### config.mk
export PLATFORM = sky130hd
export DESIGN_NAME = ymc_sequencer
export DESIGN_NICKNAME = d
export VERILOG_FILES = /design/src/rtl/ymc_sequencer.sv
export SDC_FILE = /design/constraint.sdc
export NUM_CORES = 1
export LEC_CHECK = 0
export ABC_AREA = 1
export BUFFER_PORTS_ARGS = -buffer_cell sky130_fd_sc_hd__buf_2
export CAP_MARGIN = 30
export CORE_ASPECT_RATIO = 0.6
export CORE_MARGIN = 2
export CORE_UTILIZATION = 60
export CTS_BUF_LIST = sky130_fd_sc_hd__clkbuf_8
export CTS_CLUSTER_SIZE = 12
export DETAILED_ROUTE_END_ITERATION = 8
export PLACE_DENSITY = 0.92
export SLEW_MARGIN = 10
export SYNTH_ARGS = -nofsm -noshare
export SYNTH_HDL_FRONTEND = slang
export SYNTH_SLANG_ARGS = --single-unit
### constraint.sdc
create_clock -name clk -period 2.7 [get_ports clk]
set_input_delay 0.405 -clock clk [delete_from_list [all_inputs] [get_ports clk]]
set_output_delay 0.405 -clock clk [all_outputs]
set_load 0.005 [all_outputs]
### src/rtl/ymc_sequencer.sv
// Multi-cycle FETCH/DECODE/EXEC/MEM/WB control sequencer for the yChip RV32I datapath.
// A single memory port is shared between instruction fetch and data accesses, gated by mem_ready.
module ymc_sequencer #(
    parameter int WAIT_MAX = 16,
    parameter int CNT_W    = 32
) (
    input  logic             clk,
    input  logic             INT,
    input  logic [6:0]       opcode,
    input  logic             zero,
    input  logic             mem_ready,
    output logic             mem_read,
    output logic             mem_write,
    output logic             addr_sel,
    output logic             ir_write,
    output logic             pc_write,
    output logic [1:0]       pc_src,
    output logic             reg_write,
    output logic             alu_src,
    output logic [1:0]       alu_op,
    output logic [1:0]       wb_sel,
    output logic [2:0]       state,
    output logic [CNT_W-1:0] ins_count,
    output logic             error
);

    localparam int WAIT_W = $clog2(WAIT_MAX + 1);

    typedef enum logic [2:0] {
        S_FETCH  = 3'd0,
        S_DECODE = 3'd1,
        S_EXEC   = 3'd2,
        S_MEM    = 3'd3,
        S_WB     = 3'd4,
        S_HALT   = 3'd5,
        S_ERROR  = 3'd6
    } state_t;

    typedef enum logic [2:0] {
        C_R    = 3'd0,
        C_I    = 3'd1,
        C_LD   = 3'd2,
        C_ST   = 3'd3,
        C_BR   = 3'd4,
        C_JAL  = 3'd5,
        C_HALT = 3'd6,
        C_ILL  = 3'd7
    } cls_t;

    function automatic cls_t op_class(input logic [6:0] op);
        case (op)
            7'b0110011: op_class = C_R;
            7'b0010011: op_class = C_I;
            7'b0000011: op_class = C_LD;
            7'b0100011: op_class = C_ST;
            7'b1100011: op_class = C_BR;
            7'b1101111: op_class = C_JAL;
            7'b0000000: op_class = C_HALT;
            default:    op_class = C_ILL;
        endcase
    endfunction

    state_t            cur, nxt;
    cls_t              cls, dec_cls;
    logic [WAIT_W-1:0] wait_cnt;
    logic              stalled, timeout, retire;

    assign dec_cls = op_class(opcode);
    assign stalled = ((cur == S_FETCH) || (cur == S_MEM)) && !mem_ready;
    // The WAIT_MAX-th consecutive not-ready cycle is the one that finds the count at WAIT_MAX-1.
    assign timeout = stalled && (wait_cnt == WAIT_W'(WAIT_MAX - 1));

    always_ff @(posedge clk) begin
        if (INT) begin
            cur       <= S_FETCH;
            cls       <= C_R;
            wait_cnt  <= '0;
            ins_count <= '0;
        end else begin
            cur <= nxt;
            if (cur == S_DECODE)
                cls <= dec_cls;
            if (nxt != cur)
                wait_cnt <= '0;
            else if (stalled)
                wait_cnt <= wait_cnt + 1'b1;
            if (retire)
                ins_count <= ins_count + 1'b1;
        end
    end

    always_comb begin
        nxt    = cur;
        retire = 1'b0;
        case (cur)
            S_FETCH: begin
                if (mem_ready)
                    nxt = S_DECODE;
                else if (timeout)
                    nxt = S_ERROR;
            end
            S_DECODE: begin
                case (dec_cls)
                    C_HALT:  nxt = S_HALT;
                    C_ILL:   nxt = S_ERROR;
                    default: nxt = S_EXEC;
                endcase
            end
            S_EXEC: begin
                case (cls)
                    C_R, C_I:    nxt = S_WB;
                    C_LD, C_ST:  nxt = S_MEM;
                    C_BR, C_JAL: begin
                        nxt    = S_FETCH;
                        retire = 1'b1;
                    end
                    default:     nxt = S_ERROR;
                endcase
            end
            S_MEM: begin
                if (mem_ready) begin
                    if (cls == C_ST) begin
                        nxt    = S_FETCH;
                        retire = 1'b1;
                    end else begin
                        nxt = S_WB;
                    end
                end else if (timeout) begin
                    nxt = S_ERROR;
                end
            end
            S_WB: begin
                nxt    = S_FETCH;
                retire = 1'b1;
            end
            default: nxt = cur;
        endcase
    end

    always_comb begin
        mem_read  = 1'b0;
        mem_write = 1'b0;
        addr_sel  = 1'b0;
        ir_write  = 1'b0;
        pc_write  = 1'b0;
        pc_src    = 2'd0;
        reg_write = 1'b0;
        alu_src   = 1'b0;
        alu_op    = 2'd0;
        wb_sel    = 2'd0;
        if (!INT) begin
            case (cur)
                S_FETCH: begin
                    mem_read = 1'b1;
                    if (mem_ready) begin
                        ir_write = 1'b1;
                        pc_write = 1'b1;
                    end
                end
                S_EXEC: begin
                    case (cls)
                        C_R: alu_op = 2'd2;
                        C_I: begin
                            alu_op  = 2'd2;
                            alu_src = 1'b1;
                        end
                        C_LD, C_ST: alu_src = 1'b1;
                        C_BR: begin
                            alu_op   = 2'd1;
                            pc_write = zero;
                            pc_src   = 2'd1;
                        end
                        C_JAL: begin
                            pc_write  = 1'b1;
                            pc_src    = 2'd2;
                            reg_write = 1'b1;
                            wb_sel    = 2'd2;
                        end
                        default: ;
                    endcase
                end
                S_MEM: begin
                    addr_sel  = 1'b1;
                    alu_src   = 1'b1;
                    mem_read  = (cls == C_LD);
                    mem_write = (cls == C_ST);
                end
                S_WB: begin
                    reg_write = 1'b1;
                    case (cls)
                        C_R: alu_op = 2'd2;
                        C_I: begin
                            alu_op  = 2'd2;
                            alu_src = 1'b1;
                        end
                        C_LD: begin
                            alu_src = 1'b1;
                            wb_sel  = 2'd1;
                        end
                        default: ;
                    endcase
                end
                default: ;
            endcase
        end
    end

    assign state = cur;
    assign error = (cur == S_ERROR);

endmodule
==> metrics.md, run 1 <==
| Metric | Value |
|---|---|
| Status | `finished clean` |
| Part of the power in registers | `40.9%` |
| Synthesized flop and latch total | `43` |
| Post-route setup slack | `0.445 ns` |
| Syn Inst Count | `459` |
| Drt wl/cell | `14.0 µm` |
| Fillers | `426` |
| Root Driver | `clkbuf_8` |
| Netlist cell types | `34` |
| Multi-input gate area | `1720 µm²` |
| Slew margin rel. | `52.6%` |
| Initial antenna violation count | `0` |
| Max Buffers Root-to-Sink | `2` |
| Power Density | `603 nW/µm²` |
| Placed Cells | `572` |
| Register area | `861 µm²` |
| Logic pwr share | `37.3%` |
| CTS tree | `done` |
| Postcts setup bufs | `0` |
| Core ar. | `4560 µm²` |
| Post-CTS Hold Buffers | `0` |
| Vias in the first global route | `2741` |
| Max_cap viols | `0` |
| Cts repair resizes | `0` |
| Dpl cell area | `3170 µm²` |
| Largest net degree at the start of global routing | `39` |
| Sink Count | `43` |
| H-tree levels | `2` |
| Global Route Usage Sum | `31.1%` |
| Data required time of the critical path | `2.30 ns` |
| CP max stage delay | `0.45 ns` |
| CP cell instances | `nor2_4 -> inv_2 -> nor2_1 -> inv_1 -> a2111oi_0 -> buf_2` |
| CP Data Arrival Time | `1.85 ns` |
| Post-Layout Inst Area | `3260 µm²` |
| PortBufs | `59` |
| Ys async rst share | `0%` |
| Leading register cell type out of synthesis | `dfxtp_1` |
| Die area | `5330 µm²` |
| Row Count | `19` |
| Leak pwr | `1.43 nW` |
| YS warnings | `0` |
| Layout cells sized above 1 | `16.3%` |
| Drt pass-1 iters | `6` |
| Critical path class | `reg -> out` |
| Avg Cell Area, Syn | `6.20 µm²` |
| RSZ-0062 raised after global routing | `no` |
| First-pass GRT wire length | `13.2 mm` |
| Number of buffers created by CTS | `5` |
| Power after layout | `1.96 mW` |
| Tmin final | `2.26 ns` |
| Grt total ovfl | `0` |
| Starting density of the core | `62.3%` |
| Sw Share | `43.0%` |
| Final period util | `83.5%` |
| Setup Total Neg Slack | `0 ns` |
| CP top delay family | `flip-flops` |
| Final clock skew | `0.0120 ns` |
| Die height | `57.3 µm` |
| Synth Cell Area | `2850 µm²` |
| Clock-pin slew on the worst setup and hold paths | `0.08 ns` |
| DRT iter0 DRCs | `462` |
| Slew Limit Fails | `0` |
| Crit path max fanout | `12` |
| CP startpoint kind | `flop` |
| Net count after synthesis | `473` |
| Clock power share | `21.9%` |
| Fin util | `71.4%` |
| Area growth syn-to-layout | `14.5%` |
| Internal power | `1.12 mW` |
| Final number of setup-violating endpoints | `0` |
| Antenna Nets Post-Route | `0` |
| Routed vias | `3242` |
| Peak ir drop on the vdd network | `0.416 mV` |
| Fmax | `0.443 GHz` |
| Setup WS pre-CTS | `0.687 ns` |
| Clock latency on the worst-skew pair | `0.31 ns` |
| CP endpoint kind | `output port` |
| Number of synthesized flops with an enable pin | `0` |
| Seq/Total Area, Yosys | `30.3%` |
| Number of diodes | `0` |
| Routability cong. | `0.989` |
| Drt via density | `5.60` |
| Least-Margin Pin Slew | `0.710 ns` |
| Hold WC Path Type | `in -> reg` |
| Die W | `92.9 µm` |
| I/O pins | `60` |
| P_sw | `0.845 mW` |
| Critical-path top delay cell | `dfxtp_1` |
| Post-route non-filler standard cell count | `579` |
| Worst Hold Slack | `0.432 ns` |
| WL final | `8.09 mm` |
| Hpwl dp | `6.09 mm` |
| Endpoints failing hold | `0` |
| CP bufs+invs | `3` |
| Nets@finish | `530` |
| DRC violations left | `0` |
## area by class of cell
class,count,share of cell area [%]
Timing Repair Buffer,61,9.53
Clock inverter,1,0.154
Multi-Input combinational cell,352,52.7
Tap cell,63,2.42
Inverter,53,6.19
Clock buffer,6,2.54
Sequential cell,43,26.4
## synthesized netlist by cell type, types with 6 or more instances
| master | count | area (µm²) |
|---|---|---|
| a21oi_1 | 33 | 165 |
| dfxtp_1 | 43 | 861 |
| inv_1 | 49 | 184 |
| nand2_1 | 129 | 484 |
| nand3_1 | 23 | 115 |
| nand3b_1 | 7 | 52.6 |
| nand4_1 | 12 | 75.1 |
| nor2_1 | 65 | 244 |
| nor3_1 | 19 | 95.1 |
| o21ai_0 | 12 | 60.1 |
| xnor2_1 | 6 | 52.6 |
| xor2_1 | 12 | 105 |
## power by group through the flow
stage / combinational, mW / clock, mW / sequential [mW]
after floorplan: 0.577 / 0 / 0.765
after global placement: 0.705 / 0 / 0.804
after detailed placement: 0.717 / 0 / 0.809
after CTS: 0.721 / 0.425 / 0.795
after global routing: 0.818 / 0.460 / 0.812
final: 0.732 / 0.429 / 0.802
## cell usage in the layout, fill, tap and decap left out, drive strengths merged, types with 7 or more instances in the layout
| cell | instances |
|---|---|
| nand4 | 12 |
| a21oi | 33 |
| xor2 | 12 |
| buf | 61 |
| inv | 53 |
| nor3 | 19 |
| nand3 | 25 |
| dfxtp | 43 |
| o21ai | 16 |
| nand2 | 131 |
| nand3b | 7 |
| nor2 | 72 |
## registers in the layout, summed over array words and instances, names as in the netlist
register / count
ins_count: 32
wait_cnt: 5
cls: 3
state: 3
## kinds of logic (layout without fill, tap and decap cells)
kind of cell               count (synthesis)  count (layout)  share of synthesized area, %
adders and majority gates                  3               3                          1.32
AOI/OAI and AO/OA                         55              55                          10.1
DFF                                       43              43                          30.3
buffers and inverters                     64             121                          9.37
and+or+nand+nor                          275             275                          43.1
muxes                                      1               1                         0.352
xor gates and xnor gates                  18              18                          5.54
## per-layer routing
metal / wire length (µm) / GRT usage [%] / vias to the layer above
li1: - / - / 1589
met1: 3790 / 47.7 / 1454
met2: 3210 / 44.1 / 179
met3: 1000 / 8.19 / 20
met4: 90 / 5.88 / 0
met5: 0 / 0 / -
## path summary, 6_finish.rpt
| path | slack (ns) | cells past startpoint | start | to |
|---|---|---|---|---|
| worst min register to register | 0.51 | 2 | ins_count[31] | ins_count[31] |
| worst min-delay path | 0.43 | 3 | opcode[6] | cls[2] |
| worst max register to register | 0.66 | 8 | state[1] | ins_count[19] |
| worst max-delay path | 0.44 | 6 | state[1] | alu_op[1] |
## worst min-delay path: stages
cell and delay [ns]:
buf_2 0.11, nor2_1 0.07, a21oi_1 0.11
Note: power is estimated with default switching activity, not from simulation.
==> run 2, diff against run 1 <==
--- a/config.mk
+++ b/config.mk
@@ -10,11 +10,11 @@
 export CAP_MARGIN = 30
 export CORE_ASPECT_RATIO = 0.6
 export CORE_MARGIN = 2
-export CORE_UTILIZATION = 60
+export CORE_UTILIZATION = 51
 export CTS_BUF_LIST = sky130_fd_sc_hd__clkbuf_8
 export CTS_CLUSTER_SIZE = 12
 export DETAILED_ROUTE_END_ITERATION = 8
-export PLACE_DENSITY = 0.92
+export PLACE_DENSITY = 0.83
 export SLEW_MARGIN = 10
 export SYNTH_ARGS = -nofsm -noshare
 export SYNTH_HDL_FRONTEND = slang
==> constraint.sdc (replaced) <==
create_clock -name clk -period 2 [get_ports clk]
set_input_delay 0.3 -clock clk [delete_from_list [all_inputs] [get_ports clk]]
set_output_delay 0.3 -clock clk [all_outputs]
set_load 0.005 [all_outputs]
==> metrics.md, run 2 (same netlist as run 1, synthesis figures left out) <==
| Metric | Value |
|---|---|
| CP startpoint kind | `flop` |
| Drt via density | `5.56 (-0.77%)` |
| Final period util | `96.4%` |
| Hpwl dp | `6.36 mm (+4.4%)` |
| Post-CTS Hold Buffers | `0 (unchanged)` |
| H-tree levels | `2 (unchanged)` |
| Setup WS pre-CTS | `0.118 ns (-0.570 ns)` |
| Routability cong. | `1.00 (+1.3%)` |
| Clock latency on the worst-skew pair | `0.30 ns (about the same)` |
| Power after layout | `2.90 mW (+48%)` |
| Vias in the first global route | `2794 (+1.9%)` |
| Data required time of the critical path | `1.70 ns (-0.60 ns)` |
| CP cell instances | `buf_4 -> nor2_4 -> inv_2 -> nor2_4 -> inv_2 -> a2111oi_4 -> buf_2` |
| Fin util | `62.5% (-8.9 points)` |
| Status | `finished clean` |
| Max_cap viols | `0 (unchanged)` |
| Grt total ovfl | `0 (unchanged)` |
| Largest register FFs | `32 (unchanged)` |
| Starting density of the core | `52.1% (-10 points)` |
| I/O pins | `60 (unchanged)` |
| Clock-pin slew on the worst setup and hold paths | `0.08 ns (about the same)` |
| CP bufs+invs | `4 (+1)` |
| Commonest non-fill, non-tap cell in the layout | `nand2_1` |
| Core ar. | `5470 µm² (+20%)` |
| CP endpoint kind | `output port` |
| Sink Count | `43 (unchanged)` |
| Max Buffers Root-to-Sink | `2 (unchanged)` |
| Peak ir drop on the vdd network | `0.556 mV (+34%)` |
| Critical-path top delay cell | `dfxtp_2` |
| Fmax | `0.518 GHz` |
| Slew margin rel. | `64.0% (+11 points)` |
| Nets@finish | `540 (+1.9%)` |
| Hold WC Path Type | `in -> reg` |
| Critical path class | `reg -> out` |
| WL final | `8.35 mm (+3.1%)` |
| Area growth syn-to-layout | `20.0%` |
| Die W | `100 µm (+8.1%)` |
| Number of buffers created by CTS | `5 (unchanged)` |
| RSZ-0062 raised after global routing | `yes` |
| PortBufs | `59 (unchanged)` |
| DRC violations left | `0 (unchanged)` |
| Routed vias | `3306 (+2.0%)` |
| Power Density | `850 nW/µm² (+41%)` |
| Post-route setup slack | `0.0710 ns (-0.374 ns)` |
| Most frequent cells in the layout | `129 x nand2_1, 61 x nor2_1, 59 x buf_2` |
| Crit path max fanout | `6 (-6)` |
| Die height | `61.9 µm (+7.9%)` |
| Initial antenna violation count | `0 (unchanged)` |
| CTS tree | `done` |
| Antenna Nets Post-Route | `0 (unchanged)` |
| DRT iter0 DRCs | `392 (-15%)` |
| Root Driver | `clkbuf_8` |
| Final clock skew | `0.00696 ns (-0.00506 ns)` |
| Reg with most FFs | `ins_count` |
| Row Count | `21 (+2)` |
| Layout cells sized above 1 | `20.0% (+3.7 points)` |
| Tmin final | `1.93 ns` |
| Final number of setup-violating endpoints | `0 (unchanged)` |
| Number of diodes | `0 (unchanged)` |
| Slew Limit Fails | `0 (unchanged)` |
| Postcts setup bufs | `0 (unchanged)` |
| Setup Total Neg Slack | `0 ns (unchanged)` |
| Leak pwr | `1.49 nW (+4.5%)` |
| First-pass GRT wire length | `13.4 mm (+1.5%)` |
| Worst Hold Slack | `0.325 ns (-0.107 ns)` |
| Drt wl/cell | `14.0 µm (+0.37%)` |
| Drt pass-1 iters | `6 (unchanged)` |
| Largest regs | `ins_count (32), wait_cnt (5)` |
| Least-Margin Pin Slew | `0.540 ns (-0.171 ns)` |
| Largest net degree at the start of global routing | `28 (-28%)` |
| CP Data Arrival Time | `1.63 ns (-0.22 ns)` |
| CP top delay family | `buffers and inverters` |
| CP max stage delay | `0.36 ns (-0.09 ns)` |
| Die area | `6210 µm² (+17%)` |
| Global Route Usage Sum | `27.6% (-3.5 points)` |
| Endpoints failing hold | `0 (unchanged)` |
## run 2: metrics by stage
step,cell area [µm²],std cells
6_report,3410,595
5_1_grt,3410,595
4_1_cts,3380,595
3_5_place_dp,3260,588
3_3_place_gp,3260,588
2_1_floorplan,2850,459
## run 2: metal layers
layer	routed length, µm	GRT usage [%]	up-vias
met1	3860	41.3	1503
met2	3530	40.8	166
met4	125	5.87	0
met3	831	5.93	19
met5	0	0	-
li1	-	-	1618
## run 2: worst min-delay path, stage by stage
cell     delay (ns)
buf_2          0.11
nor2_1         0.07
a21oi_1        0.11
## run 2: layout make-up
cell class              count  area, µm²
fillers                   517       2050
multi-input cells         352       1760
flip-flops and latches     43        866
repair buffers             71        398
inverters                  53        201
well taps                  69       86.3
clock buffers               5       68.8
clock inverters             2       33.8
## run 2: repair_timing
item                                    CTS  global route
hold endpoints to repair                  0             0
endpoints found under the setup margin    2            10
pin swaps                                 0             0
cloned                                    0             0
resized for setup                         6             9
## run 2: worst paths after layout
path              slack [ns]           from             to  cells after the start
setup / recovery        0.07       state[0]      alu_op[1]                      7
setup reg to reg        0.17  ins_count[16]  ins_count[26]                      8
hold reg to reg         0.50  ins_count[31]  ins_count[31]                      2
hold / removal          0.32      opcode[6]         cls[2]                      3
## run 2: power by group
part	total (mW)	switching [mW]	leakage [nW]	internal, mW
Clock	0.668	0.307	0.0554	0.361
Sequential	1.06	0.131	0.349	0.932
Combinational	1.17	0.752	1.09	0.419
==> run 3, diff against run 2 <==
--- a/config.mk
+++ b/config.mk
@@ -6,15 +6,15 @@
 export NUM_CORES = 1
 export LEC_CHECK = 0
 export ABC_AREA = 1
-export BUFFER_PORTS_ARGS = -buffer_cell sky130_fd_sc_hd__buf_2
 export CAP_MARGIN = 30
 export CORE_ASPECT_RATIO = 0.6
 export CORE_MARGIN = 2
-export CORE_UTILIZATION = 51
+export CORE_UTILIZATION = 60
 export CTS_BUF_LIST = sky130_fd_sc_hd__clkbuf_8
 export CTS_CLUSTER_SIZE = 12
 export DETAILED_ROUTE_END_ITERATION = 8
-export PLACE_DENSITY = 0.83
+export DONT_BUFFER_PORTS = 1
+export PLACE_DENSITY = 0.84
 export SLEW_MARGIN = 10
 export SYNTH_ARGS = -nofsm -noshare
 export SYNTH_HDL_FRONTEND = slang
==> metrics.md, run 3 (same netlist as run 1, synthesis figures left out) <==
| Metric | Value |
|---|---|
| Status | `finished clean` |
| Die height | `57.3 µm (-7.3%)` |
| Endpoints failing hold | `0 (unchanged)` |
| CP Data Arrival Time | `2.17 ns (+0.54 ns)` |
| Clock-pin slew on the worst setup and hold paths | `0.09 ns (about the same)` |
| Critical-path top delay cell | `dfxtp_2` |
| Final number of setup-violating endpoints | `0 (unchanged)` |
| CP startpoint kind | `flop` |
| I/O pins | `60 (unchanged)` |
| Post-Layout Inst Area | `3130 µm² (-8.2%)` |
| Die W | `92.9 µm (-7.5%)` |
| Area growth syn-to-layout | `10.1%` |
| Power Density | `878 nW/µm² (+3.3%)` |
| Nets@finish | `486 (-10%)` |
| CTS tree | `done` |
| Most frequent cells in the layout | `129 x nand2_1, 58 x nor2_1, 48 x inv_1` |
| WL final | `8.30 mm (-0.50%)` |
| Drt via density | `5.79 (+4.3%)` |
| DRT iter0 DRCs | `372 (-5.1%)` |
| Drt wl/cell | `15.5 µm (+10%)` |
| RSZ-0062 raised after global routing | `yes` |
| Final period util | `96.6% (+0.14 points)` |
| Post-route setup slack | `0.0682 ns (-0.00283 ns)` |
| Global Route Usage Sum | `31.7% (+4.1 points)` |
| Worst Hold Slack | `0.0618 ns (-0.263 ns)` |
| Antenna Nets Post-Route | `0 (unchanged)` |
| Commonest non-fill, non-tap cell in the layout | `nand2_1` |
| Post-route non-filler standard cell count | `536 (-9.9%)` |
| DRC violations left | `0 (unchanged)` |
| CP bufs+invs | `1 (-3)` |
| Data required time of the critical path | `2.24 ns (+0.54 ns)` |
| Slew margin rel. | `68.6% (+4.5 points)` |
| Hpwl dp | `6.20 mm (-2.5%)` |
| Clock latency on the worst-skew pair | `0.30 ns (about the same)` |
| Largest net degree at the start of global routing | `39 (+39%)` |
| Slew Limit Fails | `0 (unchanged)` |
| Starting density of the core | `62.3% (+10 points)` |
| Core ar. | `4560 µm² (-16%)` |
| Die area | `5330 µm² (-14%)` |
| Leak pwr | `1.20 nW (-20%)` |
| H-tree levels | `2 (unchanged)` |
| Sink Count | `43 (unchanged)` |
| Routed vias | `3105 (-6.1%)` |
| CP cell instances | `ha_1 -> inv_2 -> nor2_2 -> ha_2 -> nor2_1 -> nand2_1 -> nand2_1 -> nor2_4 -> nand2_1 -> nand3_1 -> nand2_1 -> nor2_2 -> nand3_2 -> nor2_1` |
| Critical path class | `reg -> reg` |
| Setup WS pre-CTS | `0.0889 ns (-0.0288 ns)` |
| Reg with most FFs | `ins_count` |
| PortBufs | `0 (-100%)` |
| Layout cells sized above 1 | `12.3% (-7.7 points)` |
| Fmax | `0.518 GHz (-0.15%)` |
| Initial antenna violation count | `0 (unchanged)` |
| Most used cell, CP | `nand2_1` |
| Largest regs | `ins_count (32), wait_cnt (5)` |
| Least-Margin Pin Slew | `0.471 ns (-0.0686 ns)` |
| Root Driver | `clkbuf_8` |
| Drt pass-1 iters | `5 (-1)` |
| Routability cong. | `1.04 (+4.0%)` |
| CP endpoint kind | `flop` |
| First-pass GRT wire length | `13.4 mm (about the same)` |
| Crit path max fanout | `5 (-1)` |
| Post-CTS Hold Buffers | `0 (unchanged)` |
| Grt total ovfl | `0 (unchanged)` |
| Placed Cells | `526 (-11%)` |
| Max Buffers Root-to-Sink | `2 (unchanged)` |
| Row Count | `19 (-9.5%)` |
| CP top delay family | `simple AND/OR/NAND/NOR gates` |
| Vias in the first global route | `2786 (-0.29%)` |
| Tmin final | `1.93 ns (+0.00283 ns)` |
| CP max stage delay | `0.34 ns (-0.02 ns)` |
| Max_cap viols | `0 (unchanged)` |
| Number of diodes | `0 (unchanged)` |
| Number of buffers created by CTS | `5 (unchanged)` |
| Peak ir drop on the vdd network | `0.702 mV (+26%)` |
| Largest register FFs | `32 (unchanged)` |
| Final clock skew | `0.00725 ns (+0.000283 ns)` |
| Dpl cell area | `2970 µm² (-9.0%)` |
| Hold WC Path Type | `in -> reg` |
==> run 3: path summary, 6_finish.rpt <==
path                 startpoint       endpoint  slack [ns]  depth (start not counted)
setup / recovery    wait_cnt[0]    wait_cnt[3]        0.07                         14
hold reg to reg   ins_count[31]  ins_count[31]        0.51                          2
setup reg to reg    wait_cnt[0]    wait_cnt[3]        0.07                         14
hold / removal              INT       state[1]        0.06                          1
==> run 3: area by class of cell <==
type	count	area [µm²]
clock inverter	3	25.0
clock buffer	5	68.8
inverter	53	201
timing repair buffer	17	128
multi-input combinational	352	1760
sequential	43	867
fill	435	1430
tap	63	78.8
==> run 3: report_power, final <==
part,switching [mW],total (mW),internal (mW)
Clock,0.325,0.575,0.250
Sequential,0.143,1.08,0.933
Combinational,0.755,1.10,0.345
==> run 3: metal layers <==
metal	up-vias	part of all wire [%]	GRT usage, %
li1	1509	-	-
met1	1391	47	47.7
met2	191	39	43.5
met3	14	13	11.9
met4	0	1.3	6.09
met5	-	0	0
==> run 3: worst register-to-register path: stages, from the launching register on <==
cell	delay [ns]
dfxtp_2	0.34
ha_1	0.16
inv_2	0.05
nor2_2	0.11
ha_2	0.20
nor2_1	0.04
nand2_1	0.06
nand2_1	0.12
nor2_4	0.17
nand2_1	0.08
nand3_1	0.07
nand2_1	0.08
nor2_2	0.12
nand3_2	0.14
nor2_1	0.14
==> run 3: timing repair <==
action	4_1_cts	5_1_grt
pin swaps	0	5
endpoints found under the setup margin	1	11
gates resized for setup	5	15
buffers inserted	0	2
==> run 3: metrics by stage <==
stage / power [mW] / utilization, % / TNS (ns)
after detailed placement: 2.06 / 65.1 / 0
after CTS: 2.65 / 67.4 / 0
after floorplan: 1.81 / - / 0
after global placement: 2.04 / 65.1 / 0
final: 2.75 / 68.6 / 0
after global routing: 2.92 / 68.6 / -0.118
